File: config.mk
export PLATFORM = sky130hd
export DESIGN_NAME = glb_seg_ctrl
export DESIGN_NICKNAME = d
export VERILOG_FILES = /design/src/rtl/glb_seg_pkg.sv /design/src/rtl/seq_div32.sv /design/src/rtl/glb_seg_ctrl.sv
export SDC_FILE = /design/constraint.sdc
export NUM_CORES = 1
export LEC_CHECK = 0
export BUFFER_PORTS_ARGS = -buffer_cell sky130_fd_sc_hd__buf_2
export CELL_PAD_IN_SITES_DETAIL_PLACEMENT = 1
export CELL_PAD_IN_SITES_GLOBAL_PLACEMENT = 1
export CORE_MARGIN = 10
export CORE_UTILIZATION = 36
export DETAILED_ROUTE_END_ITERATION = 8
export PLACE_DENSITY_LB_ADDON = 0.05
export SYNTH_ARGS = -nofsm -noshare
export SYNTH_HDL_FRONTEND = slang
export SYNTH_SLANG_ARGS = --single-unit
export TNS_END_PERCENT = 1
File: constraint.sdc
create_clock -name clk -period 2.5 [get_ports clk]
set_input_delay 0.25 -clock clk [delete_from_list [all_inputs] [get_ports clk]]
set_output_delay 0.25 -clock clk [all_outputs]
set_load 0.05 [all_outputs]
File: src/rtl/glb_seg_pkg.sv
`default_nettype none
// ============================================================================
// Module      : glb_seg_pkg
// Description : Shared encodings for the global-mean segmentation controller:
//               phase select codes, controller state type, divider geometry,
//               divider job identifiers and the 8-bit saturation helper.
// Revision    : 1.0 - initial release
// ============================================================================
package glb_seg_pkg;

    // Serial divider geometry: 32 quotient bits, done 33 cycles after launch.
    localparam int DIV_W   = 32;
    localparam int DIV_LAT = 33;

    // Phase select presented to the statistics datapath.
    localparam logic [1:0] PH_WAIT  = 2'd0;
    localparam logic [1:0] PH_MEAN  = 2'd1;
    localparam logic [1:0] PH_SPLIT = 2'd2;
    localparam logic [1:0] PH_SEG   = 2'd3;

    // Controller state, explicit 2-bit encoding.
    typedef enum logic [1:0] {
        ST_WAIT  = 2'd0,
        ST_MEAN  = 2'd1,
        ST_SPLIT = 2'd2,
        ST_SEG   = 2'd3
    } seg_state_t;

    // Identifies which quotient the shared divider is working on.
    localparam logic [1:0] JOB_MEAN = 2'd0;
    localparam logic [1:0] JOB_M1   = 2'd1;
    localparam logic [1:0] JOB_M2   = 2'd2;

    // Clamp a 32-bit quotient into the 8-bit pixel range.
    function automatic logic [7:0] sat8(input logic [DIV_W-1:0] q);
        return (q > 32'd255) ? 8'hFF : q[7:0];
    endfunction

endpackage
`default_nettype wire

File: src/rtl/seq_div32.sv
`default_nettype none
// ============================================================================
// Module      : seq_div32
// Description : Serial restoring unsigned divider, one quotient bit per cycle.
//               Operands are captured on start; done pulses DIV_LAT cycles
//               after the start cycle. A zero divisor yields quotient 0 and
//               raises dz alongside the result. A new start restarts the unit
//               even while a job is in flight.
// Revision    : 1.0 - initial release
// ============================================================================
module seq_div32
    import glb_seg_pkg::*;
(
    input  logic             clk,
    input  logic             rst,
    input  logic             start,
    input  logic [DIV_W-1:0] dividend,
    input  logic [DIV_W-1:0] divisor,
    output logic             done,
    output logic [DIV_W-1:0] quotient,
    output logic             dz
);

    localparam logic [5:0] c_iter = 6'(DIV_LAT - 1);

    logic [DIV_W-1:0] r_quo;   // dividend shifts out, quotient shifts in
    logic [DIV_W-1:0] r_rem;
    logic [DIV_W-1:0] r_dvs;
    logic [5:0]       r_cnt;
    logic             r_run;
    logic             r_done;
    logic             r_dz;

    logic [DIV_W:0]   w_rem_sh;
    logic             w_ge;
    logic [DIV_W-1:0] w_diff;

    // One restoring step: shift in the next dividend bit and trial-subtract.
    always_comb begin
        w_rem_sh = {r_rem, r_quo[DIV_W-1]};
        w_ge     = (w_rem_sh >= {1'b0, r_dvs});
        w_diff   = w_rem_sh[DIV_W-1:0] - r_dvs;
    end

    // Operand capture on start, then DIV_W iterations ending in a done pulse.
    always_ff @(posedge clk) begin
        if (rst) begin
            r_quo  <= '0;
            r_rem  <= '0;
            r_dvs  <= '0;
            r_cnt  <= '0;
            r_run  <= 1'b0;
            r_done <= 1'b0;
            r_dz   <= 1'b0;
        end else begin
            r_done <= 1'b0;
            if (start) begin
                r_quo <= dividend;
                r_rem <= '0;
                r_dvs <= divisor;
                r_dz  <= (divisor == '0);
                r_cnt <= c_iter;
                r_run <= 1'b1;
            end else if (r_run) begin
                r_quo <= {r_quo[DIV_W-2:0], w_ge};
                r_rem <= w_ge ? w_diff : w_rem_sh[DIV_W-1:0];
                r_cnt <= r_cnt - 6'd1;
                if (r_cnt == 6'd1) begin
                    r_run  <= 1'b0;
                    r_done <= 1'b1;
                end
            end
        end
    end

    assign done     = r_done;
    assign quotient = r_dz ? '0 : r_quo;
    assign dz       = r_dz;

endmodule
`default_nettype wire

File: src/rtl/glb_seg_ctrl.sv
`default_nettype none
// ============================================================================
// Module      : glb_seg_ctrl
// Description : Frame-phase sequencer and divider scheduler for global-mean
//               threshold segmentation. Steps the datapath through MEAN and
//               SPLIT statistics frames, computes mean, m1 and m2 on a single
//               shared serial divider during blanking and publishes the
//               registered threshold (m1+m2)>>1.
// Revision    : 1.0 - initial release
// ============================================================================
module glb_seg_ctrl
    import glb_seg_pkg::*;
#(
    parameter int H_DISP = 640,
    parameter int V_DISP = 480,
    parameter int CONT   = 1
) (
    input  logic        clk,
    input  logic        rst,
    input  logic        vsync,
    input  logic [31:0] sum_pixel,
    input  logic [31:0] under_sum,
    input  logic [23:0] under_cnt,
    input  logic [31:0] over_sum,
    input  logic [23:0] over_cnt,
    output logic [1:0]  phase,
    output logic [7:0]  mean,
    output logic [7:0]  m1,
    output logic [7:0]  m2,
    output logic [7:0]  threshold,
    output logic        thr_valid,
    output logic        thr_ready,
    output logic        busy,
    output logic        overrun,
    output logic        div_zero
);

    localparam logic [31:0] c_npix = 32'(H_DISP * V_DISP);

    logic             r_vsync_d;
    logic             w_nedge;
    seg_state_t       r_state;
    logic [1:0]       r_job;
    logic             r_thr_pend;

    logic             w_start;
    logic [DIV_W-1:0] w_dividend;
    logic [DIV_W-1:0] w_divisor;
    logic             w_done;
    logic [DIV_W-1:0] w_quo;
    logic             w_dz;

    // Delayed vsync for falling-edge detection.
    always_ff @(posedge clk) begin
        if (rst) begin
            r_vsync_d <= 1'b0;
        end else begin
            r_vsync_d <= vsync;
        end
    end

    assign w_nedge = ~vsync & r_vsync_d;

    // Divider launch and operand select: mean/m1 on a frame end, m2 chained
    // on m1 done. A frame end while busy launches nothing (it aborts).
    always_comb begin
        w_start    = 1'b0;
        w_dividend = sum_pixel;
        w_divisor  = c_npix;
        if (w_nedge && !busy) begin
            if (r_state == ST_MEAN) begin
                w_start = 1'b1;
            end else if (r_state == ST_SPLIT) begin
                w_start    = 1'b1;
                w_dividend = under_sum;
                w_divisor  = {8'd0, under_cnt};
            end
        end else if (!w_nedge && busy && w_done && (r_job == JOB_M1)) begin
            w_start    = 1'b1;
            w_dividend = over_sum;
            w_divisor  = {8'd0, over_cnt};
        end
    end

    seq_div32 u_div (
        .clk      (clk),
        .rst      (rst),
        .start    (w_start),
        .dividend (w_dividend),
        .divisor  (w_divisor),
        .done     (w_done),
        .quotient (w_quo),
        .dz       (w_dz)
    );

    // Phase sequencer, job tracking and result registers.
    always_ff @(posedge clk) begin
        if (rst) begin
            r_state    <= ST_WAIT;
            r_job      <= JOB_MEAN;
            r_thr_pend <= 1'b0;
            phase      <= PH_WAIT;
            mean       <= '0;
            m1         <= '0;
            m2         <= '0;
            threshold  <= '0;
            thr_valid  <= 1'b0;
            thr_ready  <= 1'b0;
            busy       <= 1'b0;
            overrun    <= 1'b0;
            div_zero   <= 1'b0;
        end else begin
            thr_valid  <= 1'b0;
            r_thr_pend <= 1'b0;

            // Threshold follows one cycle after m2 has been written.
            if (r_thr_pend) begin
                threshold <= 8'(({1'b0, m1} + {1'b0, m2}) >> 1);
                thr_valid <= 1'b1;
                thr_ready <= 1'b1;
            end

            if (w_nedge) begin
                if (busy) begin
                    // Blanking too short: drop the job, keep old results.
                    overrun <= 1'b1;
                    busy    <= 1'b0;
                    r_state <= ST_MEAN;
                    phase   <= PH_MEAN;
                end else begin
                    case (r_state)
                        ST_WAIT: begin
                            r_state <= ST_MEAN;
                            phase   <= PH_MEAN;
                        end
                        ST_MEAN: begin
                            busy    <= 1'b1;
                            r_job   <= JOB_MEAN;
                            r_state <= ST_SPLIT;
                            phase   <= PH_SPLIT;
                        end
                        ST_SPLIT: begin
                            busy    <= 1'b1;
                            r_job   <= JOB_M1;
                            r_state <= ST_SEG;
                            phase   <= PH_SEG;
                        end
                        default: begin
                            if (CONT != 0) begin
                                r_state <= ST_MEAN;
                                phase   <= PH_MEAN;
                            end
                        end
                    endcase
                end
            end else if (busy && w_done) begin
                if (w_dz) begin
                    div_zero <= 1'b1;
                end
                case (r_job)
                    JOB_MEAN: begin
                        mean <= sat8(w_quo);
                        busy <= 1'b0;
                    end
                    JOB_M1: begin
                        m1    <= sat8(w_quo);
                        r_job <= JOB_M2;
                    end
                    default: begin
                        m2         <= sat8(w_quo);
                        busy       <= 1'b0;
                        r_thr_pend <= 1'b1;
                    end
                endcase
            end
        end
    end

endmodule
`default_nettype wire

Word-level counts from Yosys, hierarchy flattened
Cells that the tools add are included.
{"block": "classes", "bitwise_logic": 6, "mul": 0, "n_shift": 0, "n_eq_ne": 7, "reduce_logical": 24, "muxes": 37, "magnitude_cmp": 2, "n_div": 0, "addsub": 3}
{"operator": "32-bit 2-to-1 mux", "n": 9}
{"operator": "24-bit 2-to-1 mux", "n": 3}
{"operator": "33-bit by 32-bit >= comparator with 1-bit output", "n": 1}
{"operator": "32-bit by 8-bit > comparator with 1-bit output (second input constant)", "n": 1}
{"operator": "32-bit zero test", "n": 1}
{"operator": "32-bit subtractor", "n": 1}
{"operator": "1-bit 2-to-1 mux", "n": 15}
{"operator": "6-bit 2-to-1 mux", "n": 2}
{"operator": "3-bit AND reduction", "n": 4}
{"operator": "2-bit 2-to-1 mux", "n": 5}
{"operator": "8-bit by 8-bit adder with 9-bit output", "n": 1}
{"operator": "8-bit 2-to-1 mux", "n": 1}
{"operator": "2-bit case mux with 2 select lines", "n": 2}
{"operator": "6-bit by 1-bit == test with 1-bit output (second input constant)", "n": 1}
{"operator": "2-bit nonzero test", "n": 3}
{"operator": "2-bit OR reduction", "n": 3}
{"operator": "3-bit OR reduction", "n": 2}
{"operator": "6-bit by 1-bit subtractor with 6-bit output (second input constant)", "n": 1}
{"operator": "1-bit logical AND", "n": 5}
{"operator": "1-bit NOT", "n": 5}
{"operator": "2-bit by 1-bit == test with 1-bit output (second input constant)", "n": 2}
{"operator": "2-bit inequality test (second input constant)", "n": 2}
{"operator": "2-bit AND reduction", "n": 2}
{"operator": "4-bit AND reduction", "n": 1}
{"operator": "other kinds (5)", "n": 6}
{"block": "totals", "memories": 0, "ff_bits": 148, "latchBits": 0, "rom_bits": 0, "ramBits": 0, "in_bits": 147}

Logic depth before layout (Yosys ltp)
Gate-level depths: netlist of run 1.
{"block": "logic_depth", "word_depth": 9, "ltp_mapped": 13, "ltp_nobuf": 13}

Cells and area by module
A second synthesis of run 1 with hierarchy kept.
{"block": "hier_totals", "hier_cells": 1154, "area_unflattened_um2": 9382.7}
{"mod": "seq_div32", "seq_area_each_um2": 2102.0, "cells_per_inst": 829, "area_per_inst_um2": 6612.6, "n_inst": 1}
{"mod": "glb_seg_ctrl", "seq_area_each_um2": 860.8, "cells_per_inst": 325, "area_per_inst_um2": 2770.2, "n_inst": 1}

Worst setup path after synthesis of run 1
OpenSTA, ideal clock, no wires.
{"block": "synth_path", "kind": "reg-to-reg", "from": "register r_state[1]", "to": "register u_div.r_dvs[7]", "synth_period_minus_slack_ps": 2508, "n_path_buf": 3, "stages_incl_launch_ff": 10, "required_time_ps": 2405, "slack_ps": -8, "arrival_ps": 2413, "path_cell_list": "dfxtp_1 -> inv_1 -> ha_1 -> nand2b_1 -> clkbuf_1 -> nor3_1 -> clkbuf_1 -> clkbuf_1 -> nand2_1 -> a221oi_1"}
{"block": "synth_via", "elab_chain_len": 4, "elab_cells_between_ends": 8, "classes_between": "eq/ne: 2; mux: 6"}
{"element": "start, declared", "line": "glb_seg_ctrl.sv:42", "source": "seg_state_t r_state;"}
{"element": "start signal, assigned", "line": "glb_seg_ctrl.sv:99", "source": "r_state <= ST_WAIT;"}
{"element": "start signal, assigned", "line": "glb_seg_ctrl.sv:128", "source": "r_state <= ST_MEAN;"}
{"element": "start signal, assigned", "line": "glb_seg_ctrl.sv:133", "source": "r_state <= ST_MEAN;"}
{"element": "2-bit == test", "line": "glb_seg_ctrl.sv:73", "source": "end else if (r_state == ST_SPLIT) begin"}
{"element": "24-bit 2-to-1 mux or 1-bit 2-to-1 mux (tied branches)", "line": "glb_seg_ctrl.sv:73"}
{"element": "24-bit 2-to-1 mux or 1-bit 2-to-1 mux (tied branches)", "line": "glb_seg_ctrl.sv:71", "source": "if (r_state == ST_MEAN) begin"}
{"element": "32-bit 2-to-1 mux or 1-bit 2-to-1 mux (tied branches)", "line": "glb_seg_ctrl.sv:70", "source": "if (w_nedge && !busy) begin"}
{"element": "end signal, assigned", "line": "seq_div32.sv:60", "source": "r_dvs <= divisor;"}
{"element": "end, declared", "line": "seq_div32.sv:28", "source": "logic [DIV_W-1:0] r_dvs;"}
Parallel ways exist; a longest one is shown, timed or not.
A chain may end at the register's enable or synchronous reset.

Worst setup path after layout of run 1
{"block": "layout_path", "from": "register u_div.r_quo[31]", "to": "register u_div.r_rem[30]"}
{"block": "layout_via", "elab_chain_len": 2, "elab_cells_between_ends": 3, "classes_between": "add/sub: 1; order compare: 1; mux: 1"}
{"element": "start, declared", "line": "seq_div32.sv:26", "source": "logic [DIV_W-1:0] r_quo;"}
{"element": "start signal, assigned", "line": "seq_div32.sv:58", "source": "r_quo <= dividend;"}
{"element": "start signal, assigned", "line": "seq_div32.sv:65", "source": "r_quo <= {r_quo[DIV_W-2:0], w_ge};"}
{"element": "32-bit subtractor or 33-bit by 32-bit >= comparator with 1-bit output (tied branches)", "line": "seq_div32.sv:42, seq_div32.sv:41"}
{"element": "32-bit 2-to-1 mux (*)", "line": "seq_div32.sv:66", "source": "r_rem <= w_ge ? w_diff : w_rem_sh[DIV_W-1:0];"}
{"element": "end signal, assigned", "line": "seq_div32.sv:66"}
{"element": "end, declared", "line": "seq_div32.sv:27", "source": "logic [DIV_W-1:0] r_rem;"}
Every way passes the cells marked *; elsewhere a longest branch is shown, timed or not.

==> run metrics, run 1 <==
commonest non-fill, non-tap cell in the layout=buf_2; initial antenna violation count=6; port buffer count=between 150 and 200; register area share after synthesis=0.340; clock power share=0.394; DP HPWL=approximately 24,000 µm; met2 wire len=between 15,000 and 20,000 µm; delay-heaviest family, CP=compound AO/OA/AOI/OAI gates; WL met1=roughly 14,000 µm; Synth Flop Type=dfxtp_1; CP startpoint=u_div.r_quo[31]; wire per inst=a little under 20 µm; PwrDens=a little over 600 mW/mm²; routed vias/inst=~5.4; pins over their slew limit=0; fmax=~390 MHz; worst slew pin tran=roughly 700 ps; Area growth, synth to finish=30.7%; failing checks=negative setup slack; row cnt=55; drt drc=0; Die Wd=between 150 and 200 µm; share of cells above drive strength 1=0.290; cells on worst reg2reg path=13; P_sw=2150 µW; Yosys warnings=0; Hold Crit Endpoint=u_div.r_dvs[8]; register-to-register setup slack=-90 ps; Synth async-reset ratio=0; root buffer cell=clkbuf_16; Mapped Cells=1,068; peak supply drop=around 0.36 mV; dpl cell area=approximately 0.0099 mm²; Sequential Power Share=0.343; ANT nets after route=0; Syn Std Cell Area=0.00825 mm²; crit-path cells=inv_2 -> ha_4 -> inv_2 -> fa_2 -> a21o_1 -> a221oi_2 -> o211a_1 -> o21a_1 -> nand3b_1 -> nor2_2 -> nor3b_2 -> xnor2_1 -> a21oi_1; vias in the first global route=approximately 9,000; GPL Wtd Cong=0.849; I/O pins=around 190; commonest cells after routing, fill and taps aside=buf_2 (184), dfxtp_1 (136), nand2_1 (130); Switching Share=0.321; gr usage total=0.210; Data arrival, critical path=2890 ps; worst endpoint required time=between 2000 and 3000 ps; H-tree depth=4; FF-to-FF End=u_div.r_rem[30]; first drt pass iteration count=4; Final Hold Viols=0; EDFF count, synth=0; final worst setup slack=-93.5 ps; Hold Startpoint=under_cnt[8]; metal3 WL=1390 µm; status=finished, violations left; leak pwr=0.00473 µW; Hold WS=approximately 85 ps; CTS max path bufs=2; average size of a mapped cell=between 7 and 8 µm²; crit-path max cell delay=~340 ps; crit end category=flip-flop; Sum Neg Setup Slack=-176 ps; post-synth cell types=66; uppermost layer routed=met5; min Tclk post-route=~2600 ps; Worst-path clk slew=approximately 70 ps; CTS tree=built; Internal=about 4600 µW; Clock Skew=14.4 ps; Die Area=slightly below 0.03 mm²; Fillers=2,863; Hold Buf Count CTS=0; post-route cell area=around 0.011 mm²; Max-slew headroom=0.534; DRT Wirelength=approximately 31,000 µm; largest net degree at the start of global routing=58; final net count=between 1,000 and 1,500; Pwr Total=6710 µW; wire length of the first global-routing pass=49,100 µm; Die Y=between 150 and 200 µm; DRT iter0 DRCs=around 380; Clock Latency Late Sink=roughly 430 ps; Hold Crit Depth=3; Hold Crit Class=in -> reg; syn nets=around 1,300; Setup CP Type=reg -> reg; period utilisation layout=1.04; CTS Sinks=between 100 and 150; RSZ-0062 raised after global routing=yes; Critical Path Fanout Max=3; Critical R2R Launch=u_div.r_quo[31]; CP Launch Type=flip-flop; Core Footprint=approximately 0.023 mm²; Cells after DPL=roughly 1,500; most used cell, CP=inv_2; post-synthesis register bit count=140; cts bufs inserted=17; Crit path buffers/inverters=2; global route overflow=0; starting density of the core=0.365; fin cells=about 1,600; CP max-delay cell=fa_2; Max Cap Viol=0; Final setup viols=4; Vias=approximately 8,600; Comb power frac=0.263
power by group through the flow:
stage	registers (µW)	logic, µW	clock network [µW]
after floorplan	2340	1030	0
after global placement	2350	1630	0
after detailed placement	2350	1660	0
after CTS	2300	1740	2690
after global routing	2300	1930	2800
final	2300	1760	2640
state kept, by name (all words and copies together), names as in the netlist:
register     count
u_div.r_quo     32
u_div.r_rem     32
u_div.r_dvs     24
m1               8
m2               8
mean             8
threshold        8
u_div.r_cnt      6
r_job            2
r_state          2
busy             1
div_zero         1
overrun          1
r_thr_pend       1
r_vsync_d        1
thr_ready        1
thr_valid        1
u_div.done       1
u_div.dz         1
u_div.r_run      1
routing by layer:
layer  GRT usage  vias to the layer above
met1       0.256                     4123
met2       0.363                      171
met4      0.0575                        6
met5           0                        -
li1            -                     4225
met3      0.0468                       37
tightest hold or removal path, delay by kind of cell:
| kind | cells | cell delay (ps) |
|---|---|---|
| AOI/OAI and AO/OA | 1 | 60 |
| buffers and inverters | 1 | 110 |
| and+or+nand+nor | 1 | 50 |
logic make-up (layout without fill, tap and decap cells):
group	Yosys count	after routing	synth area share
simple gates	365	365	0.201
flops	140	140	0.340
compound gates	328	328	0.252
mux	42	42	0.0510
buf+inv	118	352	0.0578
xor+xnor	37	37	0.0393
fa+ha+maj	38	38	0.0595
other cells	0	4	0
worst max path at each step:
stage / slack [ps] / cells after the start / to
2_1_floorplan: 20 / 9 / u_div.r_quo[21]
3_3_place_gp: -140 / 10 / u_div.r_rem[21]
3_5_place_dp: -190 / 10 / u_div.r_rem[21]
4_1_cts: -100 / 13 / u_div.r_rem[30]
5_1_grt: -170 / 13 / u_div.r_rem[30]
6_report: -90 / 13 / u_div.r_rem[30]
Yosys cell counts, types with 5 or more instances:
cell,count,area [µm²]
a221oi_1,28,245
nand2_1,130,488
clkbuf_1,53,199
nand4_1,11,68.8
inv_1,43,161
buf_2,9,45.0
o21ai_1,5,25.0
nor3_1,22,110
o21ai_0,64,320
dfxtp_1,140,2800
nor4_1,17,106
nand2b_1,17,106
mux2i_1,42,420
nand3_1,8,40.0
xnor2_1,25,219
a211oi_1,40,300
xor2_1,12,105
a21o_1,14,105
buf_1,10,37.5
ha_1,36,450
nor2_1,127,477
a21oi_1,135,676
area by class of cell:
cell class | instances | area, µm² | area share
Clock buffer | 17 | 425 | 0.0395
Sequential cell | 140 | 2810 | 0.261
Antenna cell | 4 | 10.0 | 0.000929
Timing Repair Buffer | 277 | 1670 | 0.155
Multi-Input combinational cell | 810 | 5160 | 0.479
Tap cell | 285 | 357 | 0.0331
Inverter | 43 | 161 | 0.0150
Clock inverter | 15 | 183 | 0.0170
per-stage QoR:
stage / setup WS (ps) / utilization
after floorplan: 22.8 / -
after global placement: -139 / 0.440
after detailed placement: -195 / 0.440
after CTS: -98.6 / 0.474
after global routing: -172 / 0.477
final: -93.5 / 0.477
repair_timing:
action                     CTS  global route
pin swaps                   16            18
setup buffers                5             2
setup endpoints to repair   33            32
resized for setup           25            14
(Power assumes the default switching activity.)
==> inputs of run 2 (changes only) <==
--- a/config.mk
+++ b/config.mk
@@ -6,11 +6,10 @@
 export NUM_CORES = 1
 export LEC_CHECK = 0
 export BUFFER_PORTS_ARGS = -buffer_cell sky130_fd_sc_hd__buf_2
-export CELL_PAD_IN_SITES_DETAIL_PLACEMENT = 1
-export CELL_PAD_IN_SITES_GLOBAL_PLACEMENT = 1
 export CORE_MARGIN = 10
-export CORE_UTILIZATION = 36
+export CORE_UTILIZATION = 50
 export DETAILED_ROUTE_END_ITERATION = 8
+export GPL_TIMING_DRIVEN = 0
 export PLACE_DENSITY_LB_ADDON = 0.05
 export SYNTH_ARGS = -nofsm -noshare
 export SYNTH_HDL_FRONTEND = slang
==> run metrics, run 2 (synthesis results as in run 1) <==
status=finished, violations left; failing checks=negative setup slack; worst endpoint required time=between 2000 and 3000 ps; peak supply drop=0.573 mV; leak pwr=roughly 0.0045 µW; Setup CP Type=reg -> reg; dpl ws=-441 ps; final net count=roughly 1,500; Clock Latency Late Sink=roughly 430 ps; PwrDens=roughly 620 mW/mm²; Max Cap Viol=0; Core Footprint=between 0.015 and 0.02 mm²; Die Y=around 150 µm; Final setup viols=18; CP max-delay cell=dfxtp_4; crit-path max cell delay=350 ps; routed vias/inst=5.71; first drt pass iteration count=5; Max-slew headroom=0.462; crit-path cells=inv_4 -> ha_4 -> inv_2 -> fa_2 -> a21o_1 -> a221oi_4 -> o211a_1 -> o21a_1 -> nand3b_1 -> nand2_1 -> xor2_1 -> nand3_1 -> a21oi_2; drt drc=0; Crit path buffers/inverters=2; CP Launch Type=flip-flop; global route overflow=0; vias in the first global route=around 8,600; Final Hold Viols=0; Sum Neg Setup Slack=-800 ps; ANT nets after route=0; CTS Sinks=140; cts bufs inserted=17; commonest cells after routing, fill and taps aside=buf_2 (195), dfxtp_1 (137), nand2_1 (130); Worst-path clk slew=roughly 70 ps; Fillers=around 1,500; port buffer count=around 190; Pwr Total=about 6500 µW; pins over their slew limit=0; period utilisation layout=1.07; RSZ-0062 raised after global routing=yes; worst slew pin tran=802 ps; row cnt=46; DRT Wirelength=between 20,000 and 30,000 µm; fmax=374 MHz; final core utilization=0.652; share of cells above drive strength 1=0.249; Die Area=between 0.02 and 0.025 mm²; GPL Wtd Cong=0.952; crit end category=flip-flop; DP HPWL=21,400 µm; wire per inst=about 19 µm; commonest non-fill, non-tap cell in the layout=buf_2; Critical Path Fanout Max=3; Largest regs=u_div.r_quo (32), u_div.r_rem (32), u_div.r_dvs (24); initial antenna violation count=3; Die Wd=148 µm; CTS max path bufs=2; Clock Skew=around 11 ps; gr usage total=0.250; min Tclk post-route=about 2700 ps; largest net degree at the start of global routing=17; Data arrival, critical path=3030 ps; CTS tree=built; starting density of the core=0.515; final worst setup slack=-174 ps; Hold Crit Class=in -> reg; root buffer cell=clkbuf_16; wire length of the first global-routing pass=44,700 µm; delay-heaviest family, CP=compound AO/OA/AOI/OAI gates; Area growth, synth to finish=26.4%; Vias=8,632; DRT iter0 DRCs=approximately 540; Hold Buf Count CTS=0; H-tree depth=4; I/O pins=between 150 and 200
run 2: cell count changes in the layout (fill, tap and decap cells not counted), moves of 4 or more:
cell / before / now
clkbuf_1: 0 / 48
clkbuf_2: 0 / 8
buf_4: 89 / 12
inv_8: 6 / 2
buf_6: 0 / 4
clkinv_4: 0 / 4
buf_2: 184 / 195
run 2: where the power goes:
| group | internal (µW) | switching [µW] | total (µW) | leakage (µW) |
|---|---|---|---|---|
| Clock | 1450 | 1090 | 2550 | 0.000290 |
| Sequential | 2270 | 31.1 | 2300 | 0.00113 |
| Combinational | 744 | 898 | 1640 | 0.00309 |
| Total | 4470 | 2020 | 6490 | 0.00451 |
run 2: what timing repair did:
action,4_1_cts,5_1_grt
pin swaps,13,14
setup endpoints to repair,93,66
cloned,0,1
buffers inserted,6,6
gates resized for setup,30,42
run 2: routing by layer:
metal | up-vias | GRT usage | part of all wire
met5 | - | 0 | 0.00071
met2 | 295 | 0.431 | 0.50
li1 | 4229 | - | -
met1 | 4065 | 0.295 | 0.41
met4 | 2 | 0.0793 | 0.023
met3 | 41 | 0.0652 | 0.066
run 2: worst paths after layout:
check / end / startpoint / slack, ps / cells past startpoint
min reg2reg: thr_ready / thr_ready / 480 / 2
max: u_div.r_rem[22] / u_div.r_quo[31] / -170 / 13
min: r_vsync_d / vsync / 80 / 2
max reg2reg: u_div.r_rem[22] / u_div.r_quo[31] / -170 / 13
run 2: worst reg2reg max path: stages (launching register included):
cell	delay, ps
dfxtp_4	350
inv_4	60
ha_4	120
inv_2	30
fa_2	340
a21o_1	230
a221oi_4	280
o211a_1	260
o21a_1	180
nand3b_1	190
nand2_1	90
xor2_1	210
nand3_1	120
a21oi_2	150
run 2: cell type report:
class	count	area [µm²]	area share
diodes	1	2.50	0.000240
clock buffers	20	457	0.0438
multi-input cells	810	5210	0.500
flip-flops and latches	140	2810	0.269
well taps	216	270	0.0259
inverters	43	164	0.0157
repair buffers	198	1040	0.0999
plain buffers	73	343	0.0329
clock inverters	12	128	0.0122
run 2: metrics by stage:
stage	area, µm²	hold WS [ps]	std cells
after CTS	10200	77.5	1507
after detailed placement	9440	471	1469
after global placement	9440	445	1469
after floorplan	8250	378	1068
final	10400	77.3	1513
after global routing	10400	87.3	1513
==> inputs of run 3 (changes only) <==
--- a/config.mk
+++ b/config.mk
@@ -7,11 +7,13 @@
 export LEC_CHECK = 0
 export BUFFER_PORTS_ARGS = -buffer_cell sky130_fd_sc_hd__buf_2
 export CORE_MARGIN = 10
-export CORE_UTILIZATION = 50
+export CORE_UTILIZATION = 51
+export CTS_CLUSTER_SIZE = 40
 export DETAILED_ROUTE_END_ITERATION = 8
 export GPL_TIMING_DRIVEN = 0
 export PLACE_DENSITY_LB_ADDON = 0.05
 export SYNTH_ARGS = -nofsm -noshare
 export SYNTH_HDL_FRONTEND = slang
+export SYNTH_HIERARCHICAL = 1
 export SYNTH_SLANG_ARGS = --single-unit
 export TNS_END_PERCENT = 1
==> constraint.sdc (replaced) <==
create_clock -name clk -period 2.2 [get_ports clk]
set_input_delay 0.22 -clock clk [delete_from_list [all_inputs] [get_ports clk]]
set_output_delay 0.22 -clock clk [all_outputs]
set_load 0.05 [all_outputs]
==> run metrics, run 3 <==
status=finished, violations left; failing checks=negative setup slack; fmax=386 MHz; CP max-delay cell=dfxtp_1; post-synthesis register bit count=roughly 150; gr usage total=0.235; routed vias/inst=between 5 and 6; DP HPWL=between 20,000 and 25,000 µm; crit end category=flip-flop; Hold Crit Class=in -> reg; pins over their slew limit=0; top-area cell type share of the netlist area=0.316; commonest cells after routing, fill and taps aside=buf_2 (196), nor2_1 (168), dfxtp_1 (131); initial antenna violation count=1; delay-heaviest family, CP=compound AO/OA/AOI/OAI gates; min Tclk post-route=~2600 ps; Final setup viols=55; port buffer count=184; final net count=between 1,500 and 2,000; register area share after synthesis=0.316; Worst-path clk slew=~60 ps; Mapped Cells=roughly 1,200; CTS max path bufs=2; I/O pins=around 190; vias in the first global route=9,095; global route overflow=0; CTS tree=built; top cells by count, synth=nor2_1 (171), dfxtp_1 (148), a21oi_1 (100); top post-synthesis cells by area=dfxtp_1 (32%), mux2i_1 (9.5%), nor2_1 (6.8%); Synth area leader=dfxtp_1; period utilisation layout=1.18; Max Cap Viol=0; drt drc=0; Yosys warnings=6; crit-path max cell delay=about 420 ps; Clock Skew=about 9.3 ps; PwrDens=approximately 620 mW/mm²; RSZ-0062 raised after global routing=yes; largest net degree at the start of global routing=17; Max-slew headroom=0.505; CP Launch Type=flip-flop; Pwr Total=between 7000 and 8000 µW; share of cells above drive strength 1=0.293; DRT Wirelength=30,600 µm; Final Hold Viols=0; most common cell in the netlist=nor2_1; cells on worst reg2reg path=9; final worst setup slack=-388 ps; dpl ws=-888 ps; Crit path buffers/inverters=1; leak pwr=0.00560 µW; Sum Neg Setup Slack=-11,320 ps; Die Y=about 160 µm; fin cells=around 1,700; worst endpoint required time=roughly 2600 ps; Synth async-reset ratio=0; Syn Std Cell Area=0.00938 mm²; CTS Sinks=around 150; row cnt=around 50; Core Footprint=about 0.018 mm²; wire per inst=around 19 µm; starting density of the core=0.521; Levels on crit path=9; Synth Flop Type=dfxtp_1; post-synth cell types=71; Vias=9,484; Cells after DPL=~1,600; ANT nets after route=0; Die Area=0.0242 mm²; root buffer cell=clkbuf_16; Data arrival, critical path=roughly 2900 ps; DRT iter0 DRCs=about 620; H-tree depth=4; cts bufs inserted=17; Setup CP Type=reg -> reg; crit-path cells=ha_4 -> buf_6 -> a21oi_2 -> o21ai_2 -> or2_4 -> o31a_1 -> a211o_1 -> mux2_4 -> a221oi_2; Clock Latency Late Sink=around 430 ps; GPL Wtd Cong=between 0.9 and 1; Largest regs=u_div/r_dvs (32), u_div/r_quo (32), u_div/r_rem (32); average size of a mapped cell=8.13 µm²; peak supply drop=around 0.63 mV; commonest non-fill, non-tap cell in the layout=buf_2; worst slew pin tran=roughly 740 ps; Hold Crit Depth=2; EDFF count, synth=0; wire length of the first global-routing pass=roughly 47,000 µm; Area growth, synth to finish=32.8%; Critical Path Fanout Max=7; first drt pass iteration count=5; Die Wd=156 µm
[run 3: changes by cell type in the layout (fill, tap and decap cells not counted), moves of 16 or more]
cell,before,now
a21o_1,14,51
clkbuf_1,48,27
nand2_1,130,41
buf_4,12,54
a221oi_1,27,0
nor2_1,122,168
o21ai_0,64,41
mux2i_1,42,87
a22o_1,0,53
a21oi_1,128,91
nor2b_1,4,35
ha_4,6,22
conb_1,0,16
[run 3: layout make-up]
| class | instances | area [µm²] |
|---|---|---|
| tap | 229 | 287 |
| clock buffer | 20 | 457 |
| timing repair buffer | 228 | 1300 |
| inverter | 55 | 206 |
| fill | 1504 | 5570 |
| antenna | 1 | 2.50 |
| buffer | 68 | 429 |
| sequential | 148 | 2980 |
| clock inverter | 11 | 199 |
| multi-input combinational | 891 | 6590 |
[run 3: per-layer routing]
metal / up-vias / track usage / routed length (µm) / share of wire
met1: 4468 / 0.304 / 13500 / 0.44
li1: 4642 / - / - / -
met2: 343 / 0.376 / 14300 / 0.47
met3: 31 / 0.0664 / 2460 / 0.080
met4: 0 / 0.0619 / 374 / 0.012
met5: - / 0 / 0 / 0
[run 3: final timing paths]
| check | start | to | slack [ps] |
|---|---|---|---|
| worst min register to register | threshold[3] | threshold[3] | 460 |
| worst min-delay path | vsync | r_vsync_d | 60 |
| worst max register to register | u_div/r_rem[17] | u_div/r_rem[31] | -390 |
| worst max-delay path | u_div/r_rem[17] | u_div/r_rem[31] | -390 |
[run 3: where the power goes]
| part | switching (µW) | internal (µW) |
|---|---|---|
| sequential | 22.5 | 2700 |
| combinational | 846 | 862 |
| clock | 1180 | 2070 |
[run 3: what timing repair did]
| item | 4_1_cts | 5_1_grt |
|---|---|---|
| hold buffers | 0 | 0 |
| setup buffers | 20 | 23 |
| resized for setup | 82 | 106 |
| endpoints found under the setup margin | 129 | 127 |
| cloned | 3 | 0 |
| pin swaps | 44 | 42 |
[run 3: metrics by stage]
stage                      util  hold WS [ps]  area, µm²
final                     0.691          63.3      12500
after detailed placement  0.595           451      10700
after global placement    0.595           446      10700
after global routing      0.691          70.1      12500
after floorplan               -           348       9520
after CTS                 0.661          47.3      11900
[run 3: cells by family (layout without fill, tap and decap cells)]
family                     count (synthesis)  after routing  share of synthesized area
and+or+nand+nor                          356            356                      0.183
AOI/OAI and AO/OA                        351            351                      0.253
DFF                                      148            148                      0.316
buffers and inverters                    130            382                     0.0591
muxes                                     91             91                     0.0977
adders and majority gates                 46             46                     0.0629
xor gates and xnor gates                  31             31                     0.0289
other                                      1             17                   0.000400
[run 3: worst register-to-register path, delay by kind of cell, from the launching register on]
| family | cells | cell delay, ps |
|---|---|---|
| mux | 1 | 310 |
| flops | 1 | 420 |
| fa+ha+maj | 1 | 230 |
| compound gates | 5 | 1160 |
| simple gates | 1 | 260 |
| buf+inv | 1 | 130 |
